File: src/rtl/ssb_arbiter.sv
// SSB arbiter: forwards one host request per cycle to the device port and routes in-order
// responses back through an ID FIFO. Define SSB_ARB_ROUND_ROBIN_EN for round-robin arbitration.
module ssb_arbiter #(
    parameter int unsigned NumHosts       = 3,
    parameter int unsigned AddrWidth      = 32,
    parameter int unsigned DataWidth      = 32,
    parameter int unsigned MaxOutstanding = 2,
    parameter int unsigned StarveLimit    = 8
) (
    input  logic                              clk_sys_i,
    input  logic                              rst_sys_ni,
    input  logic [NumHosts-1:0]               host_req_i,
    input  logic [NumHosts-1:0]               host_we_i,
    input  logic [NumHosts*DataWidth/8-1:0]   host_be_i,
    input  logic [NumHosts*AddrWidth-1:0]     host_addr_i,
    input  logic [NumHosts*DataWidth-1:0]     host_wdata_i,
    output logic [NumHosts-1:0]               host_gnt_o,
    output logic [NumHosts-1:0]               host_rvalid_o,
    output logic [DataWidth-1:0]              host_rdata_o,
    output logic                              host_err_o,
    output logic                              dev_req_o,
    output logic                              dev_we_o,
    output logic [DataWidth/8-1:0]            dev_be_o,
    output logic [AddrWidth-1:0]              dev_addr_o,
    output logic [DataWidth-1:0]              dev_wdata_o,
    input  logic                              dev_gnt_i,
    input  logic                              dev_rvalid_i,
    input  logic [DataWidth-1:0]              dev_rdata_i,
    input  logic                              dev_err_i,
    output logic                              unexp_rsp_o
);

    localparam int unsigned BeWidth = DataWidth / 8;
    localparam int unsigned IdxW    = (NumHosts > 1) ? $clog2(NumHosts) : 1;
    localparam int unsigned PtrW    = (MaxOutstanding > 1) ? $clog2(MaxOutstanding) : 1;
    localparam int unsigned CntW    = $clog2(MaxOutstanding + 1);

    logic [IdxW-1:0]     r_fifo_id [MaxOutstanding];
    logic [PtrW-1:0]     r_wr_ptr;
    logic [PtrW-1:0]     r_rd_ptr;
    logic [CntW-1:0]     r_count;
    logic                r_unexp;

    logic                w_full;
    logic                w_empty;
    logic                w_dev_req;
    logic                w_push;
    logic                w_pop;
    logic [IdxW-1:0]     w_winner;
    logic [IdxW-1:0]     w_head;
    logic [NumHosts-1:0] w_gnt;
    logic [NumHosts-1:0] w_rvalid;

    function automatic logic [PtrW-1:0] ptr_next(input logic [PtrW-1:0] p);
        return (p == PtrW'(MaxOutstanding - 1)) ? '0 : p + 1'b1;
    endfunction

    // No full bypass: a same-cycle pop does not open a slot for a new issue.
    assign w_full    = (r_count == CntW'(MaxOutstanding));
    assign w_empty   = (r_count == '0);
    assign w_dev_req = rst_sys_ni & (|host_req_i) & ~w_full;
    assign w_push    = w_dev_req & dev_gnt_i;
    assign w_pop     = rst_sys_ni & dev_rvalid_i & ~w_empty;
    assign w_head    = r_fifo_id[r_rd_ptr];

`ifdef SSB_ARB_ROUND_ROBIN_EN
    logic [IdxW-1:0]     r_rr_ptr;
    logic [NumHosts-1:0] w_req_hi;

    // Requesters at or above the pointer take precedence; otherwise wrap to the lowest index.
    always_comb begin
        w_req_hi = '0;
        w_winner = '0;
        for (int unsigned i = 0; i < NumHosts; i++) begin
            w_req_hi[i] = host_req_i[i] & (IdxW'(i) >= r_rr_ptr);
        end
        for (int unsigned i = NumHosts; i > 0; i--) begin
            if ((|w_req_hi) ? w_req_hi[i-1] : host_req_i[i-1]) begin
                w_winner = IdxW'(i - 1);
            end
        end
    end

    always_ff @(posedge clk_sys_i or negedge rst_sys_ni) begin
        if (!rst_sys_ni) begin
            r_rr_ptr <= '0;
        end else if (w_push) begin
            r_rr_ptr <= (w_winner == IdxW'(NumHosts - 1)) ? '0 : w_winner + 1'b1;
        end
    end
`else
    localparam int unsigned StW = $clog2(StarveLimit + 1);

    logic [StW-1:0] r_starve [NumHosts];

    // Plain lowest-index pass first; a starved requester then overrides it.
    always_comb begin
        w_winner = '0;
        for (int unsigned i = NumHosts; i > 0; i--) begin
            if (host_req_i[i-1]) begin
                w_winner = IdxW'(i - 1);
            end
        end
        for (int unsigned i = NumHosts; i > 0; i--) begin
            if (host_req_i[i-1] && (r_starve[i-1] == StW'(StarveLimit))) begin
                w_winner = IdxW'(i - 1);
            end
        end
    end

    always_ff @(posedge clk_sys_i or negedge rst_sys_ni) begin
        if (!rst_sys_ni) begin
            for (int unsigned i = 0; i < NumHosts; i++) begin
                r_starve[i] <= '0;
            end
        end else begin
            for (int unsigned i = 0; i < NumHosts; i++) begin
                if (host_req_i[i] && !w_gnt[i]) begin
                    if (r_starve[i] != StW'(StarveLimit)) begin
                        r_starve[i] <= r_starve[i] + 1'b1;
                    end
                end else begin
                    r_starve[i] <= '0;
                end
            end
        end
    end
`endif

    always_comb begin
        w_gnt = '0;
        if (w_push) begin
            w_gnt[w_winner] = 1'b1;
        end
        w_rvalid = '0;
        if (w_pop) begin
            w_rvalid[w_head] = 1'b1;
        end
    end

    always_comb begin
        dev_we_o    = 1'b0;
        dev_be_o    = '0;
        dev_addr_o  = '0;
        dev_wdata_o = '0;
        if (w_dev_req) begin
            for (int unsigned i = 0; i < NumHosts; i++) begin
                if (w_winner == IdxW'(i)) begin
                    dev_we_o    = host_we_i[i];
                    dev_be_o    = host_be_i[i*BeWidth +: BeWidth];
                    dev_addr_o  = host_addr_i[i*AddrWidth +: AddrWidth];
                    dev_wdata_o = host_wdata_i[i*DataWidth +: DataWidth];
                end
            end
        end
    end

    always_ff @(posedge clk_sys_i or negedge rst_sys_ni) begin
        if (!rst_sys_ni) begin
            for (int unsigned i = 0; i < MaxOutstanding; i++) begin
                r_fifo_id[i] <= '0;
            end
            r_wr_ptr <= '0;
            r_rd_ptr <= '0;
            r_count  <= '0;
            r_unexp  <= 1'b0;
        end else begin
            if (w_push) begin
                r_fifo_id[r_wr_ptr] <= w_winner;
                r_wr_ptr            <= ptr_next(r_wr_ptr);
            end
            if (w_pop) begin
                r_rd_ptr <= ptr_next(r_rd_ptr);
            end
            if (w_push && !w_pop) begin
                r_count <= r_count + 1'b1;
            end else if (!w_push && w_pop) begin
                r_count <= r_count - 1'b1;
            end
            if (dev_rvalid_i && w_empty) begin
                r_unexp <= 1'b1;
            end
        end
    end

    assign dev_req_o     = w_dev_req;
    assign host_gnt_o    = w_gnt;
    assign host_rvalid_o = w_rvalid;
    assign host_rdata_o  = dev_rdata_i;
    assign host_err_o    = dev_err_i & dev_rvalid_i;
    assign unexp_rsp_o   = r_unexp;

endmodule

File: config.mk
export PLATFORM = sky130hd
export DESIGN_NAME = ssb_arbiter
export DESIGN_NICKNAME = d
export VERILOG_FILES = /design/src/rtl/ssb_arbiter.sv
export SDC_FILE = /design/constraint.sdc
export NUM_CORES = 1
export LEC_CHECK = 0
export ABC_AREA = 1
export CORE_AREA = 2 2 140 142
export CTS_BUF_LIST = sky130_fd_sc_hd__clkbuf_8
export DETAILED_ROUTE_END_ITERATION = 6
export DIE_AREA = 0 0 142 144
export PLACE_DENSITY = 0.62
export SYNTH_ARGS = -nofsm -noshare
export SYNTH_HDL_FRONTEND = slang
export SYNTH_SLANG_ARGS = --single-unit
File: constraint.sdc
create_clock -name clk_sys_i -period 2.2 [get_ports clk_sys_i]
set_input_delay 0.44 -clock clk_sys_i [delete_from_list [all_inputs] [get_ports clk_sys_i]]
set_output_delay 0.44 -clock clk_sys_i [all_outputs]
set_load 0.01 [all_outputs]
==> reports/metrics.yaml <==
die:
  ios: 357
  initial_core_util_pct: 19.0
  fp.dieW_um: 142
  placementRows: 51
  core-area_um2: 19100
  dieArea_um2: 20400
  die_h_um: 144
sta:
  setup_violations: 72
  tightest_slew_ns: 0.296
  fin_crit_ns: 2.55
  slew_headroom_pct: 80.1
  finalWorstSetupSlack_ns: -0.352
  finClkSkew_ns: 0.00322
  report.final.hold_viol_count: 0
  worst_hold_slack_ns: 0.299
  max_freq_mhz: 392
  grt_setup_unrepaired: "true"
  finalCritPeriodShare_pct: 116
  maxSlewViolCount: 0
clock_network:
  clk_latency_ns: 0.26
  cts_root_buffer: "clkbuf_8"
  path_clk_slew_ns: 0.08
  htree_levels: 1
  cts_made_buffers: 3
  cts_buffer_depth: 2
  clock_sinks: 21
  cts_tree: "done"
yosys:
  netlist_instances: 642
  syn-mean-instance-area_um2: 5.64
  yosys.cell_types.count: 29
  synth_area_um2: 3620
  synthTopCellsByCount: "146 x nand3_1, 98 x nand2_1, 91 x inv_1, 74 x o21ai_0, 72 x a21oi_1"
  yosysWarningCount: 0
  synth_area_leaders: "nand3_1 20%, dfrtp_1 15%, o21ai_0 10%, nand2_1 10%, a21oi_1 10%"
  ys.flop_type: "dfrtp_1"
  synth_top_area_cell: "nand3_1"
  yosysMostFrequentCell: "nand3_1"
  synth.net_count: 896
  synth-seq-cells: 21
  synth_top_area_share_pct: 20.2
  synth-edff-count: 0
  synthArstFlopShare_pct: 100
  seq_area_frac_synth_pct: 14.5
critical_path:
  r2r_end: "r_starve[5]$_DFFE_PN0P_"
  arrival_ns: 2.11
  max_stage_delay_ns: 0.39
  critical_path_class: "flip-flop to output port"
  crit-reg2reg-launch: "r_starve[0]$_DFFE_PN0P_"
  worstSetupStartpointType: "flip-flop"
  required_ns: 1.76
  crit_fanout: 6
  endpoint_kind: "output port"
  path_cells: "inv_2 -> ha_4 -> inv_2 -> nor2_2 -> nand2_2 -> nand2_4 -> nand3_4 -> buf_12 -> buf_16 -> buf_16 -> o21ai_1 -> a21oi_2 -> buf_2"
  critPathSlowestCell: "dfrtp_1"
  worst-r2r-setup-slack_ns: 0.20
  r2r_cells: 13
detailed_routing:
  route.detailed.drc: 0
  vias: 5559
  ant_nets: 0
  via_per_inst: 4.59
  dr.pass1.iters: 4
  drt_iter0_drc: 184
  finalWirelength_um: 18800
  wl_per_cell_um: 15.5
placed_design:
  dp_hpwl_um: 12800
  gp_congestion: 0.767
  io_buffers: 292
cells_and_area:
  n_fill_cell: 1937
  antenna_cells: 0
  area_growth_pct: 130
  finish.net_count: 1229
  fin_util_pct: 43.6
  drive_above_1_share_pct: 39.2
grt:
  grt_pass1_vias: 5208
  grt_max_degree: 38
  grt_pass1_wl_um: 26100
  grt_use_total_pct: 15.9
  antenna_found_initial: 0
  grt_remaining_overflow: 0
pwr:
  leakagePower_nw: 3.87
  worst_ir_drop_vdd_v: 0.000234
  cellPowerDensity_nw_per_um2: 381
run:
  maxCapViolCount: 0
status:
  violations: "negative setup slack"
  status: "complete, but fails checks"
min_path:
  hold_path.class: "input port to async pin"
state kept, by name (all words and copies together), names as in the netlist:
name	cells
r_rd_ptr	1
r_wr_ptr	1
r_fifo_id	4
r_starve	12
unexp_rsp_o	1
r_count	2
power by group:
| group | switching, W | internal [W] |
|---|---|---|
| logic | 0.00115 | 0.00123 |
| registers | 0.0000592 | 0.000474 |
| clock network | 0.000133 | 0.000126 |
kinds of logic after synthesis:
group	after synthesis	share of synthesized area (%)
adders and majority gates	7	2.42
xor gates and xnor gates	9	2.18
muxes	1	0.277
DFF	21	14.5
buffers and inverters	179	24.3
AOI/OAI and AO/OA	150	20.8
and+or+nand+nor	275	35.5
cell usage in the layout, fill, tap and decap left out, drive strengths merged:
cell type,instances
ha,7
nand3b,1
nand3,147
o21ai,77
clkdlybuf4s50,212
clkbuf,14
inv,94
dfrtp,21
mux2i,1
clkdlybuf4s15,2
a21o,1
xnor2,3
nor3,3
a21oi,72
nor2,16
nand2,101
xor2,6
nand4,6
dlygate4sd2,2
buf,184
clkinv,2
bufbuf,1
or2,1
repair_timing:
action	4_1_cts	5_1_grt
setup endpoints to repair	80	75
hold buffers	0	0
buffers inserted	19	9
pin swaps	19	46
endpoints found under the hold margin	0	0
resized for setup	389	215
cloned	11	7
worst max path at each step:
stage / from / to / cells past startpoint
global placement: host_req_i[1] / dev_wdata_o[5] / 11
global route: r_starve[0]$_DFFE_PN0P_ / dev_wdata_o[22] / 14
CTS: r_starve[1]$_DFFE_PN0P_ / dev_addr_o[2] / 15
detailed placement: host_req_i[1] / dev_wdata_o[5] / 11
finish: r_starve[0]$_DFFE_PN0P_ / dev_wdata_o[22] / 13
floorplan: r_starve[0]$_DFFE_PN0P_ / dev_addr_o[0] / 12
worst max-delay path: cells and delay by family, from the launching register on:
kind,cells,cell delay (ns)
adder cells (fa/ha/maj),1,0.13
flip-flops,1,0.39
buffers and inverters,6,0.70
AO/OA/AOI/OAI,2,0.23
AND/OR/NAND/NOR,4,0.41
layout make-up:
| type | count | area [um2] | share of cell area [%] |
|---|---|---|---|
| Timing Repair Buffer | 412 | 4210 | 50.5 |
| Multi-Input combinational cell | 442 | 2890 | 34.7 |
| Sequential cell | 21 | 526 | 6.31 |
| Tap cell | 238 | 298 | 3.58 |
| Clock inverter | 1 | 5.00 | 0.0601 |
| Clock buffer | 3 | 41.3 | 0.496 |
| Inverter | 95 | 357 | 4.28 |
stage by stage:
| step | power [W] | instance area, um2 | setup TNS [ns] | std cells | setup slack (ns) |
|---|---|---|---|---|---|
| floorplan | 0.00147 | 3620 | 0 | 642 | 0.145 |
| global placement | 0.00266 | 7140 | -63.41 | 1166 | -0.894 |
| detailed placement | 0.00267 | 7140 | -63.77 | 1166 | -0.906 |
| CTS | 0.00295 | 7620 | -26.31 | 1200 | -0.458 |
| global route | 0.00342 | 8320 | -26.90 | 1212 | -0.452 |
| finish | 0.00317 | 8320 | -18.70 | 1212 | -0.352 |
routing by layer:
layer | track usage [%] | up-vias | share of wire [%]
met1 | 18.9 | 2561 | 41
met4 | 3.79 | 0 | 2.3
met3 | 2.65 | 33 | 6.0
met2 | 29.8 | 220 | 51
li1 | - | 2745 | -
met5 | 0 | - | 0
Power figures use the tool's default switching activity.
